===== src/rtl/mdiv_pkg.sv =====
// mdiv_pkg: widths and unloader state encoding shared by the modular-divide
// operand loader and result unloader.
package mdiv_pkg;
    localparam int MDIV_DW    = 256;
    localparam int MDIV_WW    = 32;
    localparam int MDIV_BEATS = MDIV_DW / MDIV_WW;
    typedef enum logic {ST_IDLE, ST_SEND} mdiv_unld_st_e;
endpackage


===== src/rtl/mdiv_result_unloader_if.sv =====
// mdiv_result_unloader_if: capture port plus valid/ready result stream of the unloader.
interface mdiv_result_unloader_if
    import mdiv_pkg::*;
#(
    parameter int DW = MDIV_DW,
    parameter int WW = MDIV_WW
);
    logic          load;
    logic          bit_mode;
    logic [DW-1:0] din;
    logic          load_rdy;
    logic          flush;
    logic          dout_valid;
    logic          dout_ready;
    logic [WW-1:0] dout;
    logic          dout_last;
    modport master (
        output load, bit_mode, din, flush, dout_ready,
        input  load_rdy, dout_valid, dout, dout_last
    );
    modport slave (
        input  load, bit_mode, din, flush, dout_ready,
        output load_rdy, dout_valid, dout, dout_last
    );
endinterface


===== src/rtl/mdiv_pshift_reg.sv =====
// mdiv_pshift_reg: DW-bit register with parallel load and zero-filling right
// shift by WW or by 1; clear beats load, load beats shift.
module mdiv_pshift_reg #(
    parameter int DW = 256,
    parameter int WW = 32
) (
    input  logic          clk,
    input  logic          rst_n,
    input  logic          clr_i,
    input  logic          ld_i,
    input  logic          sh_i,
    input  logic          bit_i,
    input  logic [DW-1:0] din_i,
    output logic [DW-1:0] q_o
);
    logic [DW-1:0] q_q, q_d;

    always_comb
        q_d = clr_i ? '0 : ld_i ? din_i : sh_i ? (bit_i ? q_q >> 1 : q_q >> WW) : q_q;

    always_ff @(posedge clk or negedge rst_n)
        if (!rst_n) q_q <= '0;
        else        q_q <= q_d;

    assign q_o = q_q;
endmodule


===== src/rtl/mdiv_result_unloader.sv =====
// mdiv_result_unloader: captures a DW-bit result and streams it LS word first
// (or LS bit first in bit mode) over a valid/ready port.
module mdiv_result_unloader
    import mdiv_pkg::*;
#(
    parameter int DW = MDIV_DW,
    parameter int WW = MDIV_WW
) (
    input logic                   clk,
    input logic                   rst_n,
    mdiv_result_unloader_if.slave bus_if
);
    localparam int CW = $clog2(DW) + 1;
    localparam logic [CW-1:0] LAST_W = CW'(DW / WW - 1);
    localparam logic [CW-1:0] LAST_B = CW'(DW - 1);

    mdiv_unld_st_e state_q, state_d;
    logic [CW-1:0] cnt_q, cnt_d;
    logic          mode_q, mode_d;
    logic          valid_q, last_q;
    logic          take, hs, last;
    logic [DW-1:0] sr_q;

    assign take = (state_q == ST_IDLE) & bus_if.load;
    assign hs   = (state_q == ST_SEND) & bus_if.dout_ready;
    assign last = cnt_q == (mode_q ? LAST_B : LAST_W);

    always_comb begin
        state_d = state_q;
        cnt_d   = cnt_q;
        mode_d  = mode_q;
        if (bus_if.flush) begin
            state_d = ST_IDLE;
            cnt_d   = '0;
        end else if (take) begin
            state_d = ST_SEND;
            cnt_d   = '0;
            mode_d  = bus_if.bit_mode;
        end else if (hs) begin
            state_d = last ? ST_IDLE : ST_SEND;
            cnt_d   = last ? '0 : cnt_q + CW'(1);
        end
    end

    // valid/last are registered from the next state so they line up with sr_q
    always_ff @(posedge clk or negedge rst_n)
        if (!rst_n) begin
            state_q <= ST_IDLE;
            cnt_q   <= '0;
            mode_q  <= 1'b0;
            valid_q <= 1'b0;
            last_q  <= 1'b0;
        end else begin
            state_q <= state_d;
            cnt_q   <= cnt_d;
            mode_q  <= mode_d;
            valid_q <= state_d == ST_SEND;
            last_q  <= (state_d == ST_SEND) && (cnt_d == (mode_d ? LAST_B : LAST_W));
        end

    mdiv_pshift_reg #(.DW(DW), .WW(WW)) u_sr (
        .clk   (clk),
        .rst_n (rst_n),
        .clr_i (bus_if.flush),
        .ld_i  (take),
        .sh_i  (hs),
        .bit_i (mode_q),
        .din_i (bus_if.din),
        .q_o   (sr_q)
    );

    assign bus_if.load_rdy   = ~valid_q;
    assign bus_if.dout_valid = valid_q;
    assign bus_if.dout_last  = last_q;
    assign bus_if.dout       = mode_q ? {{(WW-1){1'b0}}, sr_q[0]} : sr_q[WW-1:0];
endmodule

===== src/flat_wrapper.sv =====
// flat-port wrapper written by rule: the top's interface ports become plain ports
module mdiv_result_unloader_flat import mdiv_pkg::*;
#(
    parameter int DW = MDIV_DW,
    parameter int WW = MDIV_WW
)
  (clk, rst_n, bus_if_load, bus_if_bit_mode, bus_if_din, bus_if_flush, bus_if_dout_ready, bus_if_load_rdy, bus_if_dout_valid, bus_if_dout, bus_if_dout_last);
  mdiv_result_unloader_if #(.DW(DW), .WW(WW)) bus_if_i ();
  input logic clk;
  input logic rst_n;
  input wire logic [$bits(bus_if_i.load)-1:0] bus_if_load;
  input wire logic [$bits(bus_if_i.bit_mode)-1:0] bus_if_bit_mode;
  input wire logic [$bits(bus_if_i.din)-1:0] bus_if_din;
  input wire logic [$bits(bus_if_i.flush)-1:0] bus_if_flush;
  input wire logic [$bits(bus_if_i.dout_ready)-1:0] bus_if_dout_ready;
  output wire logic [$bits(bus_if_i.load_rdy)-1:0] bus_if_load_rdy;
  output wire logic [$bits(bus_if_i.dout_valid)-1:0] bus_if_dout_valid;
  output wire logic [$bits(bus_if_i.dout)-1:0] bus_if_dout;
  output wire logic [$bits(bus_if_i.dout_last)-1:0] bus_if_dout_last;
  assign bus_if_i.load = bus_if_load;
  assign bus_if_i.bit_mode = bus_if_bit_mode;
  assign bus_if_i.din = bus_if_din;
  assign bus_if_i.flush = bus_if_flush;
  assign bus_if_i.dout_ready = bus_if_dout_ready;
  assign bus_if_load_rdy = bus_if_i.load_rdy;
  assign bus_if_dout_valid = bus_if_i.dout_valid;
  assign bus_if_dout = bus_if_i.dout;
  assign bus_if_dout_last = bus_if_i.dout_last;
  mdiv_result_unloader #(.DW(DW), .WW(WW)) u_core (.clk(clk), .rst_n(rst_n), .bus_if(bus_if_i));
endmodule

===== config.mk =====
export PLATFORM = sky130hd
export DESIGN_NAME = mdiv_result_unloader_flat
export DESIGN_NICKNAME = d
export VERILOG_FILES = /design/src/rtl/mdiv_pkg.sv /design/src/rtl/mdiv_result_unloader_if.sv /design/src/rtl/mdiv_pshift_reg.sv /design/src/rtl/mdiv_result_unloader.sv /design/src/flat_wrapper.sv
export SDC_FILE = /design/constraint.sdc
export NUM_CORES = 1
export LEC_CHECK = 0
export BUFFER_PORTS_ARGS = -buffer_cell sky130_fd_sc_hd__buf_2
export CORE_UTILIZATION = 60
export DETAILED_ROUTE_END_ITERATION = 10
export PLACE_DENSITY = 0.88
export SKIP_CTS_REPAIR_TIMING = 1
export SLEW_MARGIN = 20
export SYNTH_ARGS = -nofsm -noshare
export SYNTH_HDL_FRONTEND = slang
export SYNTH_SLANG_ARGS = --single-unit

===== constraint.sdc =====
create_clock -name clk -period 3 [get_ports clk]
set_input_delay 0.6 -clock clk [delete_from_list [all_inputs] [get_ports clk]]
set_output_delay 0.6 -clock clk [all_outputs]
set_load 0.01 [all_outputs]

==> reports/metrics.csv, run 1 <==
stage,metric,value,unit
outcome,status,"complete, no violations",
die,Die ar.,26500,sq um
setup_path,r2r worst-path depth,5,
setup_path,worst-path cell chain,buf_12 -> nor2b_1 -> buf_2,
cts,"CTS clk-pin slew, worst paths",0.06,ns
hold_path,Hold EP,u_core.u_sr.q_o[50],
setup_path,Worst R2R Start,u_core.state_q,
placed_design,Final Wtd Congestion,0.926,
synthesis,async set-reset flop share out of synthesis,1.00,
die,CORE AREA,25300,sq um
detailed_routing,Starting DRT DRC Count,1784,
die,I/O Pins,297,
detailed_routing,post-route ant nets,0,
setup_path,"reg-to-reg slack, setup",0.59,ns
detailed_routing,routed len/inst,19.3,um
timing,Slew @ Worst Pin,1.20,ns
pwr,total power,9.71,mW
detailed_routing,Routed WL,44600,um
grt,first-pass GRT wire length,70100,um
placed_design,Port Buffers,296,
hold_path,min-delay src,bus_if_din[50],
synthesis,Synthesized Nets,2058,
synthesis,Main synth FF type,dfrtp_1,
timing,RSZ-0062 raised after global routing,false,
grt,grt total ovfl,0,
synthesis,"Distinct cells, synth",37,
final_layout,share of layout cells above drive strength 1,0.184,
synthesis,Synth Warn #,0,
grt,largest net degree at the start of global routing,257,
synthesis,synthesized instance count,1795,
pwr,P_leak,8.09,nW
die,Rows,58,
hold_path,worst min-delay path class,primary input to register,
synthesis,post-synthesis sequential area ratio,0.433,
cts,Root Buffer,clkbuf_16,
cts,H-tree Lvls,1,
cts,Num CTS Buffers,29,
grt,gr usage total,0.332,
synthesis,syn avg cell area,8.63,sq um
detailed_routing,DRC,0,
setup_path,Worst Path Max Fanout,47,
die,Starting Density,0.613,
timing,minimum clock period,2.63,ns
setup_path,CP endpoint kind,primary output,
die,die width,163,um
cts,clock tree sinks,268,
placed_design,Post-Place Setup Slack,0.706,ns
hold_path,Worst Hold Depth,3,
setup_path,worst stage delay on the critical path,0.87,ns
setup_path,WS Path Type,register to primary output,
detailed_routing,First-pass DRT Iterations,6,
detailed_routing,DR vias,14500,
job,Max Cap Viol,0,
timing,Hold Slack,0.282,ns
cts,worst skew pair latency,0.55,ns
timing,period utilisation layout,0.877,
grt,vias in the first global route,13400,
timing,Worst slew margin,0.202,
cts,CTS tree,done,
pwr,P per Cell Area,543,nW/um^2
timing,Fin. Hold Viols,0,
synthesis,"Cell Area, Synth",15500,sq um
timing,Slew Limit Fails,0,
timing,final setup violation count,0,
synthesis,Post-synth EDFFs,0,
timing,Max Fclk,0.380,GHz
final_layout,Final Util,0.708,
die,Die Height,163,um
final_layout,area grow syn2layout,15.5,%
placed_design,DP HPWL,28600,um
timing,clock skew,0.0163,ns
detailed_routing,Via-to-Cell Ratio,6.25,
timing,Fin Setup TNS,0,ns
synthesis,synthesized flop and latch total,268,
grt,initial antenna violation count,3,
cts,clock tree buffer depth,3,
pwr,Max rail drop VDD,0.488,mV
timing,Final WS setup,0.368,ns
setup_path,required time of the worst setup path,2.40,ns
final_layout,Final #Nets,2223,
setup_path,FF-to-FF End,u_core.u_sr.q_o[80],
setup_path,startpoint types,register,
setup_path,Crit-path slowest cell,dfrtp_4,
setup_path,Worst EP arrival,2.03,ns
-- area by class of cell --
type / instances / area [sq um]
diodes: 2 / 5.00
clock buffers: 44 / 852
clock inverters: 7 / 60.1
fillers: 1897 / 7370
inverters: 3 / 11.3
multi-input cells: 1343 / 8040
flip-flops and latches: 268 / 6710
well taps: 330 / 413
repair buffers: 315 / 1800
-- power breakdown --
group,internal (mW),leakage (nW),switching (mW)
combinational,0.882,4.06,1.15
sequential,3.88,3.57,0.324
clock,2.02,0.455,1.46
total,6.78,8.09,2.93
-- Yosys cell counts (2+ instances only) --
library cell / count / area share
o21ai_0: 2 / 0.00065
inv_1: 3 / 0.00073
and3_1: 5 / 0.0020
nand4_1: 3 / 0.0012
buf_4: 2 / 0.00097
nand3_1: 34 / 0.011
a21oi_1: 226 / 0.073
nor3_1: 2 / 0.00065
o211ai_1: 224 / 0.11
a311oi_1: 31 / 0.018
dfrtp_1: 268 / 0.43
buf_1: 8 / 0.0019
mux2i_1: 225 / 0.15
nor2b_1: 32 / 0.013
nor2_1: 42 / 0.010
o2111ai_1: 2 / 0.0011
nand2_1: 487 / 0.12
clkbuf_1: 125 / 0.030
xor2_1: 4 / 0.0023
xnor2_1: 6 / 0.0034
and2_1: 3 / 0.0012
buf_2: 46 / 0.015
-- flip-flops by register name, indices dropped and copies added, names as in the netlist --
name / flops
u_core.u_sr.q_o: 256
u_core.state_q: 1
u_core.cnt_q: 9
u_core.bus_if.dout_last: 1
u_core.mode_q: 1
-- cells in the final DEF (no fill, tap or decap), drive strengths merged, types with 4 or more instances in the layout --
cell type  count
xor2           4
nand2        488
a311oi        31
nor2          42
buf          313
clkinv         6
and3           5
dfrtp        268
nor2b         32
clkbuf        45
a21oi        226
xnor2          6
mux2i        225
nand3         34
o211ai       224
-- worst max path at each step --
| stage | start | end | cells past startpoint |
|---|---|---|---|
| 3_5_place_dp | bus_if_dout_ready | u_core.u_sr.q_o[143] | 6 |
| 3_3_place_gp | bus_if_dout_ready | u_core.u_sr.q_o[113] | 6 |
| 6_report | u_core.mode_q | bus_if_dout[24] | 3 |
| 4_1_cts | u_core.mode_q | bus_if_dout[31] | 3 |
| 5_1_grt | u_core.mode_q | bus_if_dout[28] | 3 |
| 2_1_floorplan | u_core.mode_q | bus_if_dout[10] | 5 |
-- worst max-delay path: cells and delay by family (launching register included) --
family | cells | cell delay [ns]
simple gates | 1 | 0.08
buf+inv | 2 | 0.49
flops | 1 | 0.87
-- kinds of logic (layout without fill, tap and decap cells) --
kind of cell / after synthesis / in the layout / synth area share
AND/OR/NAND/NOR: 616 / 616 / 0.161
AO/OA/AOI/OAI: 490 / 490 / 0.204
flip-flops: 268 / 268 / 0.433
multiplexers: 226 / 226 / 0.146
buffers and inverters: 184 / 369 / 0.0488
XOR/XNOR: 10 / 10 / 0.00566
adder cells (fa/ha/maj): 1 / 1 / 0.000808
other: 0 / 2 / 0
-- per-layer routing --
| metal | share of wire | up-vias | wire length (um) | track usage |
|---|---|---|---|---|
| li1 | - | 6707 | - | - |
| met2 | 0.47 | 659 | 21000 | 0.538 |
| met3 | 0.067 | 117 | 2970 | 0.0425 |
| met4 | 0.037 | 2 | 1660 | 0.124 |
| met5 | 0.00029 | - | 13 | 0 |
| met1 | 0.43 | 6970 | 19000 | 0.457 |
-- metrics by stage --
| stage | instances | instance area, sq um |
|---|---|---|
| 2_1_floorplan | 1795 | 15500 |
| 3_3_place_gp | 2258 | 17000 |
| 3_5_place_dp | 2258 | 17000 |
| 4_1_cts | 2309 | 17900 |
| 5_1_grt | 2310 | 17900 |
| 6_report | 2312 | 17900 |
Note: power is estimated with default switching activity, not from simulation.
==> inputs of run 2 (changes only) <==
--- a/config.mk
+++ b/config.mk
@@ -6,10 +6,12 @@
 export NUM_CORES = 1
 export LEC_CHECK = 0
 export BUFFER_PORTS_ARGS = -buffer_cell sky130_fd_sc_hd__buf_2
+export CORE_ASPECT_RATIO = 0.8
 export CORE_UTILIZATION = 60
 export DETAILED_ROUTE_END_ITERATION = 10
 export PLACE_DENSITY = 0.88
 export SKIP_CTS_REPAIR_TIMING = 1
+export SKIP_LAST_GASP = 1
 export SLEW_MARGIN = 20
 export SYNTH_ARGS = -nofsm -noshare
 export SYNTH_HDL_FRONTEND = slang
==> run 2 against run 1 <==
  * Setup slack got worse by 0.031 ns
  * Flip-flop and latch count did not move
  * Sequential power barely moved
  * Sequential share of layout area fell by 0.32 points
  * Largest power group unchanged
  * Largest cell class unchanged
  * Register-to-register slack improved by 0.04 ns
  * Clock skew barely moved
  * Die area barely moved
  * Global-route usage fell by 0.18 points
  * Design area rose by 0.85%
  * Hold slack got worse by 0.28 ns
  * Total power rose by 4.6%
==> reports/metrics.csv, run 2 (synthesis gave the netlist of run 1 again) <==
stage,metric,value,unit
die,die width,182,um
grt,largest net degree at the start of global routing,229,
pwr,sequential share of power,0.412,
grt,gr busiest metal,met2,
grt,met3 Track Usage GR,0.0498,
detailed_routing,First-pass DRT Iterations,5,
setup_path,r2r worst-path depth,5,
setup_path,Crit-path slowest cell,dfrtp_4,
grt,vias in the first global route,13500,
pwr,Max rail drop VDD,0.499,mV
grt,first-pass GRT wire length,71200,um
cts,clock tree sinks,268,
timing,Hold Slack,0.00413,ns
setup_path,required time of the worst setup path,2.40,ns
placed_design,Inst Count DP,2252,
timing,minimum clock period,2.66,ns
setup_path,Worst EP arrival,2.06,ns
detailed_routing,routed len/inst,19.1,um
cts,H-tree Lvls,1,
die,Rows,52,
final_layout,"most common cell after layout, fill and taps aside",nand2_1,
setup_path,Worst R2R Start,u_core.state_q,
setup_path,worst-path cell chain,buf_12 -> nor2b_1 -> buf_2,
cts,CTS tree,done,
detailed_routing,Via-to-Cell Ratio,6.28,
setup_path,CP endpoint kind,primary output,
outcome,status,"complete, no violations",
timing,Slew Limit Fails,0,
pwr,P per Cell Area,563,nW/um^2
timing,Fin. Hold Viols,0,
cts,Num CTS Buffers,29,
detailed_routing,DRC,0,
final_layout,Sequential Area,6710,sq um
final_layout,share of layout cells above drive strength 1,0.187,
final_layout,Final Util,0.713,
pwr,Switching Power,2.98,mW
pwr,Sw Ratio,0.293,
pwr,Comb pwr share,0.201,
final_layout,most frequent cells in the layout,"487 x nand2_1, 294 x buf_2, 267 x dfrtp_1",
cts,clock tree buffer depth,3,
timing,period utilisation layout,0.888,
setup_path,WS Path Type,register to primary output,
cts,Root Buffer,clkbuf_16,
final_layout,final non-filler cell total,2310,
detailed_routing,post-route ant nets,0,
grt,met1 GRT Util,0.470,
timing,final setup violation count,0,
setup_path,worst stage delay on the critical path,0.81,ns
job,Max Cap Viol,0,
final_layout,max reg flops,256,
pwr,P_leak,8.16,nW
die,Die Height,146,um
timing,Max Fclk,0.375,GHz
setup_path,Worst Path Max Fanout,53,
placed_design,DP HPWL,27200,um
setup_path,"reg-to-reg slack, setup",0.63,ns
die,Starting Density,0.612,
final_layout,Multi-input gate area,8040,sq um
placed_design,Port Buffers,296,
detailed_routing,Routed WL,44200,um
grt,global routing usage on met2,0.516,
detailed_routing,Starting DRT DRC Count,1723,
timing,Slew @ Worst Pin,1.04,ns
placed_design,Final Wtd Congestion,0.891,
hold_path,worst min-delay path class,primary input to async pin,
detailed_routing,DR vias,14500,
final_layout,fill count,1971,
die,Die ar.,26500,sq um
pwr,Pint,7.18,mW
grt,initial antenna violation count,4,
cts,worst skew pair latency,0.55,ns
cts,"CTS clk-pin slew, worst paths",0.06,ns
pwr,Clock Power Share,0.387,
timing,Worst slew margin,0.310,
timing,clock skew,0.0168,ns
die,CORE AREA,25300,sq um
timing,RSZ-0062 raised after global routing,false,
setup_path,startpoint types,register,
grt,grt total ovfl,0,
final_layout,Final #Nets,2222,
grt,gr usage total,0.330,
timing,Fin Setup TNS,0,ns
setup_path,FF-to-FF End,u_core.u_sr.q_o[62],
final_layout,area grow syn2layout,16.5,%
die,I/O Pins,297,
==> run 2: metal layers <==
layer,share of wire,up-vias,routed length (um)
li1,-,6714,-
met1,0.42,6995,18400
met2,0.47,691,20800
met3,0.078,104,3450
met4,0.035,0,1530
met5,0,-,0
==> run 2: how the worst max path moves through the flow <==
stage / slack (ns) / cells past startpoint / to / start
floorplan: 0.98 / 5 / bus_if_dout[10] / u_core.mode_q
global placement: 0.70 / 6 / u_core.u_sr.q_o[107] / bus_if_dout_ready
detailed placement: 0.66 / 6 / u_core.u_sr.q_o[91] / bus_if_dout_ready
CTS: 0.36 / 3 / bus_if_dout[27] / u_core.mode_q
global route: 0.30 / 3 / bus_if_dout[29] / u_core.mode_q
finish: 0.34 / 3 / bus_if_dout[27] / u_core.mode_q
==> run 2: metrics by stage <==
| stage | cell area (sq um) | worst slack [ns] | power (mW) |
|---|---|---|---|
| after floorplan | 15500 | 0.983 | 5.58 |
| after global placement | 17000 | 0.704 | 6.19 |
| after detailed placement | 17000 | 0.659 | 6.25 |
| after CTS | 18000 | 0.356 | 10.2 |
| after global routing | 18000 | 0.304 | 10.5 |
| final | 18000 | 0.337 | 10.2 |
==> run 2: power by group through the flow <==
stage	Combinational, mW	Clock [mW]	Sequential [mW]
floorplan	1.50	0	4.09
global placement	1.96	0	4.22
detailed placement	2.01	0	4.24
CTS	2.03	3.95	4.18
global route	2.23	4.09	4.21
finish	2.04	3.93	4.19
==> run 2: final cells by class <==
class | count | share of cell area
clock buffers | 43 | 0.0481
inverters | 3 | 0.000624
diodes | 4 | 0.000555
clock inverters | 11 | 0.0102
multi-input cells | 1343 | 0.446
repair buffers | 314 | 0.100
flip-flops and latches | 268 | 0.372
well taps | 324 | 0.0225
==> run 2: critical path: cells and delay by family (launching register included) <==
| family | cells | cell delay (ns) |
|---|---|---|
| DFF | 1 | 0.81 |
| buffers and inverters | 2 | 0.51 |
| and+or+nand+nor | 1 | 0.12 |
